$ cat src/rtl/cpu_trace_monitor.sv
// cpu_trace_monitor
// Passive observer of the CPU status outputs (pc, stall, flush). Keeps
// saturating performance counters for cycles, stalls, flushes, fetches and
// dropped trace entries. Every fetch is pushed into a PC trace FIFO that a
// host drains through a valid/ready port.
//
// Optional feature macro: TRACE_MONITOR_SQUASH_FILTER_EN
//   defined   : fetches sampled in a flush cycle are not pushed and
//               trace_squash_o is tied to 0.
//   undefined : every fetch is pushed with its flush bit as the squash flag.
//
// Handshake: trace_valid_o is high whenever the FIFO holds an entry; the head
// entry is transferred at a rising edge where trace_valid_o && trace_ready_i.
// trace_valid_o never depends on trace_ready_i, and the head only changes at
// a transfer edge or on clear/reset.

module cpu_trace_monitor #(
  parameter int DEPTH = 16,
  parameter int CNT_W = 32
) (
  input  logic                     clk_i,
  input  logic                     rst_i,
  input  logic [31:0]              pc_i,
  input  logic                     stall_i,
  input  logic                     flush_i,
  input  logic                     enable_i,
  input  logic                     clear_i,
  output logic                     trace_valid_o,
  input  logic                     trace_ready_i,
  output logic [31:0]              trace_pc_o,
  output logic                     trace_squash_o,
  output logic [$clog2(DEPTH):0]   fifo_level_o,
  output logic [CNT_W-1:0]         cycle_cnt_o,
  output logic [CNT_W-1:0]         stall_cnt_o,
  output logic [CNT_W-1:0]         flush_cnt_o,
  output logic [CNT_W-1:0]         fetch_cnt_o,
  output logic [CNT_W-1:0]         drop_cnt_o
);

  localparam int PTR_W = $clog2(DEPTH);
  localparam int LVL_W = PTR_W + 1;
  localparam logic [LVL_W-1:0] FULL_LEVEL = LVL_W'(DEPTH);

  // Event decode
  logic ev_cycle;
  logic ev_stall;
  logic ev_flush;
  logic ev_fetch;

  // FIFO control
  logic             push;
  logic             pop;
  logic             full;
  logic             accept;
  logic             drop;
  logic [PTR_W-1:0] wr_ptr;
  logic [PTR_W-1:0] rd_ptr;
  logic [LVL_W-1:0] level;

  // Trace storage: {pc, squash}
  logic [32:0] mem [DEPTH];
  logic [32:0] head_entry;

  // Counter registers
  logic [CNT_W-1:0] cycle_cnt;
  logic [CNT_W-1:0] stall_cnt;
  logic [CNT_W-1:0] flush_cnt;
  logic [CNT_W-1:0] fetch_cnt;
  logic [CNT_W-1:0] drop_cnt;

  // Saturating increment: holds at all-ones instead of wrapping
  function automatic logic [CNT_W-1:0] sat_inc(input logic [CNT_W-1:0] v,
                                               input logic              ev);
    logic [CNT_W-1:0] r;
    r = v;
    if (ev && (v != {CNT_W{1'b1}})) begin
      r = v + CNT_W'(1);
    end
    return r;
  endfunction

  // Classify the sampled CPU status into events; enable gates all of them
  always_comb begin
    ev_cycle = enable_i;
    ev_stall = enable_i & stall_i;
    ev_flush = enable_i & flush_i;
    // Stall wins over flush: a stalled cycle never fetches
    ev_fetch = enable_i & ~stall_i;
  end

  // FIFO push/pop decisions
  always_comb begin
`ifdef TRACE_MONITOR_SQUASH_FILTER_EN
    push = ev_fetch & ~flush_i;
`else
    push = ev_fetch;
`endif
    full   = (level == FULL_LEVEL);
    pop    = trace_valid_o & trace_ready_i;
    // A full FIFO still accepts a push when the head leaves in the same cycle
    accept = push & (~full | pop);
    drop   = push & full & ~pop;
  end

  // Pointer and occupancy tracking; clear overrides any event or pop
  always_ff @(posedge clk_i or negedge rst_i) begin
    if (!rst_i) begin
      wr_ptr <= '0;
      rd_ptr <= '0;
      level  <= '0;
    end else if (clear_i) begin
      wr_ptr <= '0;
      rd_ptr <= '0;
      level  <= '0;
    end else begin
      if (accept) begin
        wr_ptr <= wr_ptr + PTR_W'(1);
      end
      if (pop) begin
        rd_ptr <= rd_ptr + PTR_W'(1);
      end
      if (accept && !pop) begin
        level <= level + LVL_W'(1);
      end else if (pop && !accept) begin
        level <= level - LVL_W'(1);
      end
    end
  end

  // Trace storage write; contents are only observable through level, so no reset
  always_ff @(posedge clk_i) begin
    if (!clear_i && accept) begin
      mem[wr_ptr] <= {pc_i, flush_i};
    end
  end

  // Performance counters; clear zeroes them and discards this cycle's events
  always_ff @(posedge clk_i or negedge rst_i) begin
    if (!rst_i) begin
      cycle_cnt <= '0;
      stall_cnt <= '0;
      flush_cnt <= '0;
      fetch_cnt <= '0;
      drop_cnt  <= '0;
    end else if (clear_i) begin
      cycle_cnt <= '0;
      stall_cnt <= '0;
      flush_cnt <= '0;
      fetch_cnt <= '0;
      drop_cnt  <= '0;
    end else begin
      cycle_cnt <= sat_inc(cycle_cnt, ev_cycle);
      stall_cnt <= sat_inc(stall_cnt, ev_stall);
      flush_cnt <= sat_inc(flush_cnt, ev_flush);
      fetch_cnt <= sat_inc(fetch_cnt, ev_fetch);
      drop_cnt  <= sat_inc(drop_cnt, drop);
    end
  end

  // Head read mux; outputs read zero while the FIFO is empty
  always_comb begin
    trace_valid_o = (level != '0);
    head_entry    = trace_valid_o ? mem[rd_ptr] : 33'd0;
    trace_pc_o    = head_entry[32:1];
`ifdef TRACE_MONITOR_SQUASH_FILTER_EN
    trace_squash_o = 1'b0;
`else
    trace_squash_o = head_entry[0];
`endif
  end

  // Counter and level outputs straight from registers
  always_comb begin
    fifo_level_o = level;
    cycle_cnt_o  = cycle_cnt;
    stall_cnt_o  = stall_cnt;
    flush_cnt_o  = flush_cnt;
    fetch_cnt_o  = fetch_cnt;
    drop_cnt_o   = drop_cnt;
  end

endmodule

$ cat config.mk
export PLATFORM = sky130hd
export DESIGN_NAME = cpu_trace_monitor
export DESIGN_NICKNAME = d
export VERILOG_FILES = /design/src/rtl/cpu_trace_monitor.sv
export SDC_FILE = /design/constraint.sdc
export NUM_CORES = 1
export LEC_CHECK = 0
export CORE_MARGIN = 10
export CORE_UTILIZATION = 63
export DETAILED_ROUTE_END_ITERATION = 7
export GPL_ROUTABILITY_DRIVEN = 0
export PLACE_DENSITY = 0.95
export REMOVE_ABC_BUFFERS = 1
export SYNTH_ARGS = -nofsm -noshare
export SYNTH_HDL_FRONTEND = slang
export SYNTH_SLANG_ARGS = --single-unit
$ cat constraint.sdc
create_clock -name clk_i -period 8.15 [get_ports clk_i]
set_clock_uncertainty 0.15 [all_clocks]
set_input_delay 0.815 -clock clk_i [delete_from_list [all_inputs] [get_ports clk_i]]
set_output_delay 0.815 -clock clk_i [all_outputs]
set_load 0.05 [all_outputs]
* Yosys cells after proc, flatten, opt, wreduce, memory -nomap -nowiden
Memory sizes are Yosys's and may differ from the RTL's.
Cells that the tools add are included.
W data, S select, Z words.
** Word-level totals
- Register bits :: 173
- Memories kept :: 1
- Output and inout bits :: 199
- Bits in writable memories :: 528
- Input port bits :: 39
** Memory list
- mem :: depth 16, bits a word 33, rd ports 1, clocked after Yosys merged registers in 0, wr ports 1, RTL line 61 : logic [32:0] mem [DEPTH];
** Cells by class
- Bitwise gates (word level) :: 11
- $add $sub $neg :: 9
- Reductions and logical operators :: 20
- Eq/ne operators :: 6
- Mux-type cells :: 20
** Operators with widths (number)
- $mux W32 :: 10
- $add A32 B1 Y32 const B :: 5
- $ne A32 B32 Y1 const B :: 5
- $mux W33 :: 1
- $mux W4 :: 4
- $mux W5 :: 3
- $reduce_bool A2 Y1 :: 7
- $add A4 B1 Y4 const B :: 2
- $logic_and A1 B1 Y1 :: 8
- $and A1 B1 Y1 :: 7
- $add A5 B1 Y5 const B :: 1
- $eq A5 B5 Y1 const B :: 1
- $reduce_bool A5 Y1 :: 1
- $sub A5 B1 Y5 const B :: 1
- $logic_not A1 Y1 :: 3
- $not A1 Y1 :: 3
- $reduce_bool A3 Y1 :: 1
- $mux W1 :: 2
- $or A1 B1 Y1 :: 1

* Depth between registers and ports, before layout
Gate-level depths: netlist of run 1.
- Depth after elaboration :: 9
- Mapped depth :: 11
- Gate-level depth less buffers :: 9

* Worst setup path before layout of run 1
No wires, ideal clock.
- Path kind :: input to register
- Start point :: input port enable_i
- End point :: memory mem[15][0] (enable)
- Library setup time :: 423 ps
- Data required time :: 7577 ps
- Slack :: 4279 ps
- Stages :: 6
- Data arrival time :: 3298 ps
- Buffers on the path :: 2
- Cells stage by stage :: clkbuf_8 nand2b_1 clkbuf_1 a31oi_1 nand2_1 nor2_1
** On the way
- Word-level cells in the longest chain between the ends :: 5
** RTL lines
- start: declaration :: RTL line 26 : input logic enable_i,
- $and A1 B1 Y1 :: RTL line 88 : ev_fetch = enable_i & ~stall_i;
- $and A1 B1 Y1 :: RTL line 101 : accept = push & (~full | pop);
- $logic_and A1 B1 Y1 :: RTL line 132 : if (!clear_i && accept) begin
- $mux W1 :: RTL line 132
- $mux W1 (implied by the code) :: RTL line 133 : mem[wr_ptr] <= {pc_i, flush_i};
- end: declaration :: RTL line 61
Every way passes these cells.

* Final worst setup path of run 1
- Start point :: register rd_ptr[1]
- End point :: output port trace_squash_o
** On the way
- Word-level cells in the longest chain between the ends :: 2
** RTL lines
- start: declaration :: RTL line 57 : logic [PTR_W-1:0] rd_ptr;
- start signal: assignment :: RTL line 120 : rd_ptr <= rd_ptr + PTR_W'(1);
- $mem_v2 Z16 W33
- $mux W33 :: RTL line 163 : head_entry = trace_valid_o ? mem[rd_ptr] : 33'd0;
- end: declaration :: RTL line 31 : output logic trace_squash_o,
Every way passes these cells.

==> results.sh, run 1 <==
export IMPL_yosys_warnings=0
export IMPL_setup_tns_ns=0
export IMPL_cts_hold_buffers_added=0
export IMPL_placeableCoreArea_um2=46700
export IMPL_vias=19300
export IMPL_hold_path_class="input pin to asynchronous set/reset pin"
export IMPL_setup_repair_after_global_routing_missed_its_margin="no"
export IMPL_drt_pass1_iter_count=6
export IMPL_detail_route_wirelength_mm=84.7
export IMPL_post_place_ws_ns=3.11
export IMPL_slew_violations=0
export IMPL_ys_seq_elements=701
export IMPL_area_growth_syn_to_layout_pct=18.2
export IMPL_worst_setup_path_start_kind="flip-flop"
export IMPL_reg2reg_from="fifo_level_o[0]"
export IMPL_synth_cells=1867
export IMPL_synthFlopType="sky130_fd_sc_hd__edfxtp_1"
export IMPL_clk_latency_ns=0.61
export IMPL_num_fill_cells=2494
export IMPL_layout_cells_most_common="sky130_fd_sc_hd__edfxtp_1"
export IMPL_gr_usage_met1_pct=36.4
export IMPL_ys_async_sr_fraction_pct=24.7
export IMPL_cts_resizes=0
export IMPL_antenna_violations_before_repair=3
export IMPL_timing_final_setup_violations=0
export IMPL_grt_met3_usage_pct=8.32
export IMPL_cts_num_sinks=701
export IMPL_first_global_vias=19900
export IMPL_reg2reg_setup_slack_ns=4.66
export IMPL_buffer_ports_inserted=237
export IMPL_total_leakage_power_nw=11.3
export IMPL_synth_cell_types=68
export IMPL_max_cap_violations=0
export IMPL_buffer_depth_of_the_longest_clock_path=3
export IMPL_largest_net_degree_at_the_start_of_global_routing=112
export IMPL_relSlewSlack_pct=12.9
export IMPL_die_area_um2=56400
export IMPL_share_of_cells_above_drive_strength_1_pct=16.5
export IMPL_critPathRequiredTime_ns=7.18
export IMPL_design_portCount=238
export IMPL_die_width_um=238
export IMPL_tritoncts_num_buffers=71
export IMPL_place_hpwl_mm=49.8
export IMPL_ff2ff_path_depth=4
export IMPL_period_minus_slack_ns=5.60
export IMPL_post_cts_setup_buffers=0
export IMPL_setup_cp_type="flip-flop to primary output"
export IMPL_initial_core_util_pct=63.9
export IMPL_final_net_count=2165
export IMPL_regToRegEndpoint="mem[3][6]"
export IMPL_std_cell_rows=79
export IMPL_worst_endpoint_arrival_ns=4.63
export IMPL_netlist_area_um2=29800
export IMPL_global_route_usage_met2_pct=50.4
export IMPL_synth_edf_count=528
export IMPL_detail_route_iter0_violations=2300
export IMPL_timing_final_ws_setup_ns=2.55
export IMPL_post_route_period_util_pct=68.7
export IMPL_drt_wirelength_per_cell_um=30.5
export IMPL_first_pass_grt_wire_length_mm=128
export IMPL_critical_path_startpoint="rd_ptr[1]"
export IMPL_grt_overflow_total=0
export IMPL_h_tree_level_count=3
export IMPL_fmax_mhz=179
export IMPL_clk_pin_slew_ns=0.06
export IMPL_tritoncts="yes"
export IMPL_mostFrequentLayoutCells="sky130_fd_sc_hd__edfxtp_1 (528), sky130_fd_sc_hd__clkdlybuf4s50_1 (235), sky130_fd_sc_hd__dfrtp_1 (170)"
export IMPL_worst_ir_drop_vdd_v=0.000225
export IMPL_critPathMaxFanout=76
export IMPL_root_buffer="sky130_fd_sc_hd__clkbuf_16"
export IMPL_antenna_violating_nets_post_route=0
export IMPL_grtUsageTotal_pct=30.2
export IMPL_avgSynthCellArea_um2=16.0
export IMPL_layout_core_utilization_pct=75.5
export IMPL_worst_slew_pin_slew_ns=1.30
export IMPL_finalHoldViolCount=0
export IMPL_share_of_synthesized_area_occupied_by_flip_flops_and_latches_pct=67.7
export IMPL_floorplan_die_height_um=238
export IMPL_grt_most_used_layer="met2"
export IMPL_detail_route_drc_violations=0
export IMPL_power_density_cell_area_nw_per_um2=257
export IMPL_vias_per_cell=6.96
export IMPL_worst_setup_path_end_kind="primary output"
export IMPL_run_status="finished clean"
-- layout make-up --
cell class                 instances  area, um^2  area share, %
clock buffer                      87        1890           5.36
multi-input combinational       1056        9290           26.4
tap                              607         759           2.16
antenna                            2        5.00         0.0142
inverter                          23        86.3          0.245
sequential                       701       20200           57.3
clock inverter                    42         447           1.27
timing repair buffer             258        2550           7.25
-- power by group --
part           switching [mW]  internal, mW
logic                   0.998         0.758
registers               0.101          3.87
clock network            1.42          1.89
total                    2.52          6.52
-- flip-flops by register name (all words and copies together), names as in the netlist --
register	flops
fifo_level_o	5
flush_cnt_o	32
cycle_cnt_o	32
drop_cnt_o	32
wr_ptr	4
mem	528
fetch_cnt_o	32
rd_ptr	4
stall_cnt_o	32
-- cell usage after synthesis (4+ instances only) --
library cell | number | share of area (%)
sky130_fd_sc_hd__nand2_1 | 78 | 0.98
sky130_fd_sc_hd__a31o_2 | 4 | 0.12
sky130_fd_sc_hd__or4_1 | 37 | 0.93
sky130_fd_sc_hd__ha_1 | 14 | 0.59
sky130_fd_sc_hd__mux4_2 | 165 | 12
sky130_fd_sc_hd__and4_1 | 19 | 0.56
sky130_fd_sc_hd__nor4_1 | 17 | 0.36
sky130_fd_sc_hd__mux2i_1 | 4 | 0.13
sky130_fd_sc_hd__o41ai_1 | 4 | 0.12
sky130_fd_sc_hd__nor2_1 | 99 | 1.2
sky130_fd_sc_hd__dfrtp_1 | 173 | 15
sky130_fd_sc_hd__inv_1 | 22 | 0.28
sky130_fd_sc_hd__a211oi_1 | 7 | 0.18
sky130_fd_sc_hd__a31oi_1 | 6 | 0.13
sky130_fd_sc_hd__and2_1 | 42 | 0.88
sky130_fd_sc_hd__or2_2 | 9 | 0.19
sky130_fd_sc_hd__buf_2 | 10 | 0.17
sky130_fd_sc_hd__and3_1 | 13 | 0.27
sky130_fd_sc_hd__nor4_2 | 4 | 0.17
sky130_fd_sc_hd__mux2_2 | 13 | 0.49
sky130_fd_sc_hd__o31ai_1 | 36 | 0.91
sky130_fd_sc_hd__a21oi_1 | 116 | 1.9
sky130_fd_sc_hd__edfxtp_1 | 528 | 53
sky130_fd_sc_hd__nand4b_1 | 6 | 0.18
sky130_fd_sc_hd__xor2_1 | 10 | 0.29
sky130_fd_sc_hd__nand4_1 | 53 | 1.1
sky130_fd_sc_hd__clkbuf_1 | 62 | 0.78
sky130_fd_sc_hd__or3_1 | 66 | 1.4
sky130_fd_sc_hd__nor2b_1 | 12 | 0.25
sky130_fd_sc_hd__buf_1 | 9 | 0.11
sky130_fd_sc_hd__xnor2_1 | 31 | 0.91
sky130_fd_sc_hd__o21ai_0 | 65 | 1.1
sky130_fd_sc_hd__nand3_1 | 62 | 1.0
sky130_fd_sc_hd__nor3_1 | 14 | 0.24
-- worst max-delay path, cell delays in order, from the launching register on --
cell and delay [ns]:
sky130_fd_sc_hd__dfrtp_4 1.16, sky130_fd_sc_hd__buf_4 0.87, sky130_fd_sc_hd__mux4_2 0.43, sky130_fd_sc_hd__mux4_2 0.54
sky130_fd_sc_hd__and2_1 0.20, sky130_fd_sc_hd__clkdlybuf4s50_1 0.71
-- per-stage QoR --
stage	total power, mW	instance area (um^2)	hold slack [ns]	instances
floorplan	5.34	29400	0.369	1780
global route	9.28	35200	0.215	2775
finish	9.04	35200	0.147	2776
detailed placement	5.78	32900	0.398	2644
global placement	5.70	32900	0.386	2644
CTS	9.08	35200	0.171	2773
-- logic make-up after synthesis --
kind of cell	Yosys count	synth area share [%]
xor+xnor	41	1.20
flops	701	67.7
mux	182	13.1
buf+inv	110	1.57
fa+ha+maj	15	0.655
simple gates	552	10.4
compound gates	266	5.35
-- worst max-delay path by stage --
stage                     endpoint  slack, ns  cells after the start
floorplan            trace_pc_o[0]       0.60                      3
global route        trace_pc_o[24]       2.46                      5
detailed placement      mem[3][19]       3.11                      5
finish              trace_squash_o       2.55                      5
CTS                 trace_pc_o[24]       2.58                      5
global placement        mem[3][19]       3.31                      5
-- metal layers --
layer	vias to the layer above	wire length, um
li1	7996	-
met1	9811	29700
met2	1275	42400
met3	245	8840
met4	4	3810
met5	-	26
Power figures use the tool's default switching activity.
==> inputs of run 2 (changes only) <==
CORE_UTILIZATION = 58   (was 63)
PLACE_DENSITY = 0.9   (was 0.95)
clock period = 5.8 ns   (was 8.15 ns; I/O delays follow)
==> results.sh, run 2 (synthesis gave the netlist of run 1 again) <==
export IMPL_slowest_stage="sky130_fd_sc_hd__dfrtp_4"
export IMPL_place_hpwl_mm=52.1
export IMPL_cts_hold_buffers_added=1
export IMPL_mostFrequentLayoutCells="sky130_fd_sc_hd__edfxtp_1 (528), sky130_fd_sc_hd__clkdlybuf4s50_1 (235), sky130_fd_sc_hd__dfrtp_1 (170)"
export IMPL_finalHoldViolCount=0
export IMPL_root_buffer="sky130_fd_sc_hd__clkbuf_16"
export IMPL_relSlewSlack_pct=10.8
export IMPL_post_route_period_util_pct=85.9
export IMPL_run_status="finished clean"
export IMPL_critPathMaxFanout=29
export IMPL_power_total_mw=12.8
export IMPL_drt_wirelength_per_cell_um=30.4
export IMPL_setup_repair_after_global_routing_missed_its_margin="no"
export IMPL_vias=19500
export IMPL_reg2reg_from="fifo_level_o[0]"
export IMPL_cp_num_buf_inv=2
export IMPL_area_growth_syn_to_layout_pct=18.9
export IMPL_grt_overflow_total=0
export IMPL_worst_setup_path_end_kind="primary output"
export IMPL_hold_path_startpoint="clear_i"
export IMPL_detail_route_iter0_violations=2382
export IMPL_final_net_count=2173
export IMPL_design_portCount=238
export IMPL_antenna_violations_before_repair=6
export IMPL_design_area_um2=35400
export IMPL_cts_num_sinks=701
export IMPL_hold_path_class="input pin to flip-flop"
export IMPL_timing_final_setup_violations=0
export IMPL_antenna_violating_nets_post_route=0
export IMPL_largest_register_ff_count=528
export IMPL_drt_pass1_iter_count=5
export IMPL_clk_latency_ns=0.62
export IMPL_power_density_cell_area_nw_per_um2=362
export IMPL_floorplan_die_height_um=247
export IMPL_buffer_depth_of_the_longest_clock_path=3
export IMPL_placeableCoreArea_um2=51100
export IMPL_setup_cp_type="flip-flop to primary output"
export IMPL_layout_core_utilization_pct=69.3
export IMPL_vias_per_cell=6.82
export IMPL_detail_route_drc_violations=0
export IMPL_die_area_um2=60900
export IMPL_registers_top_by_ff_count="mem"
export IMPL_cts_resizes=0
export IMPL_crit_chain="buf_4 -> mux4_2 -> mux4_2 -> and2_1 -> clkdlybuf4s50_1"
export IMPL_post_cts_setup_buffers=0
export IMPL_timing_final_ws_setup_ns=0.821
export IMPL_buffer_ports_inserted=237
export IMPL_detail_route_wirelength_mm=87.0
export IMPL_fin_worst_hold_slack_ns=0.187
export IMPL_worst_slew_pin_slew_ns=1.34
export IMPL_place_area_um2=33000
export IMPL_critical_path_most_common_cell="sky130_fd_sc_hd__mux4_2"
export IMPL_period_minus_slack_ns=4.98
export IMPL_worst_ir_drop_vdd_v=0.000235
export IMPL_critical_path_startpoint="rd_ptr[0]"
export IMPL_grtUsageTotal_pct=28.9
export IMPL_fmax_mhz=201
export IMPL_h_tree_level_count=3
export IMPL_largest_net_degree_at_the_start_of_global_routing=83
export IMPL_die_width_um=247
export IMPL_first_pass_grt_wire_length_mm=130
export IMPL_num_fill_cells=3132
export IMPL_initial_core_util_pct=58.3
export IMPL_std_cell_rows=83
export IMPL_first_global_vias=19300
export IMPL_total_leakage_power_nw=11.4
export IMPL_slowest_delay_ns=0.78
export IMPL_tritoncts="yes"
export IMPL_clk_pin_slew_ns=0.06
export IMPL_critPathRequiredTime_ns=5.07
export IMPL_worst_setup_path_start_kind="flip-flop"
export IMPL_post_place_ws_ns=1.23
export IMPL_slew_violations=0
export IMPL_max_cap_violations=0
export IMPL_tritoncts_num_buffers=73
export IMPL_layout_cells_most_common="sky130_fd_sc_hd__edfxtp_1"
export IMPL_worst_endpoint_arrival_ns=4.25
export IMPL_crit_path_leading_delay_family="buffers and inverters"
export IMPL_share_of_cells_above_drive_strength_1_pct=16.8
[run 2: cell types whose count changed in the layout (fill, tap and decap cells not counted), sizes merged]
cell | before | now
buf | 23 | 28
clkinvlp | 3 | 4
clkinv | 31 | 32
diode | 2 | 3
inv | 24 | 27
bufinv | 7 | 4
dlygate4sd3 | 0 | 1
clkbuf | 87 | 89
[run 2: worst paths after layout]
path / to / slack [ns] / cells past startpoint
setup / recovery: trace_pc_o[23] / 0.82 / 5
hold / removal: cycle_cnt_o[18] / 0.19 / 2
setup reg to reg: mem[14][25] / 2.11 / 5
hold reg to reg: drop_cnt_o[11] / 0.43 / 2
max in group asynchronous: flush_cnt_o[18] / 3.67 / 3
min in group asynchronous: cycle_cnt_o[29] / 0.32 / 2
[run 2: layout make-up]
type	count	area, um^2	share of cell area (%)
Sequential cell	701	20200	57.0
Multi-Input combinational cell	1056	9290	26.2
Clock buffer	89	1980	5.59
Tap cell	680	851	2.40
Inverter	23	86.3	0.244
Antenna cell	3	7.51	0.0212
Clock inverter	44	409	1.15
Timing Repair Buffer	264	2610	7.36
[run 2: per-layer routing]
layer / GRT usage (%) / vias to the layer above / wire length, um
li1: - / 8021 / -
met1: 35.9 / 9932 / 30100
met2: 47.9 / 1303 / 44000
met3: 6.93 / 236 / 8710
met4: 13.1 / 0 / 4110
met5: 0 / - / 0
[run 2: where the power goes]
| part | internal, mW | switching, mW | total (mW) |
|---|---|---|---|
| Combinational | 1.07 | 1.47 | 2.54 |
| Sequential | 5.45 | 0.125 | 5.57 |
| Clock | 2.65 | 2.07 | 4.72 |
[run 2: stage by stage]
| stage | instances | setup TNS [ns] |
|---|---|---|
| floorplan | 1780 | -50.89 |
| global placement | 2722 | 0 |
| detailed placement | 2722 | 0 |
| CTS | 2856 | 0 |
| global route | 2859 | 0 |
| finish | 2860 | 0 |
==> inputs of run 3 (changes only) <==
CAP_MARGIN = 0   (was unset)
==> results of run 3 <==
No change in the layout: final DEF, timing and power equal those of run 2.
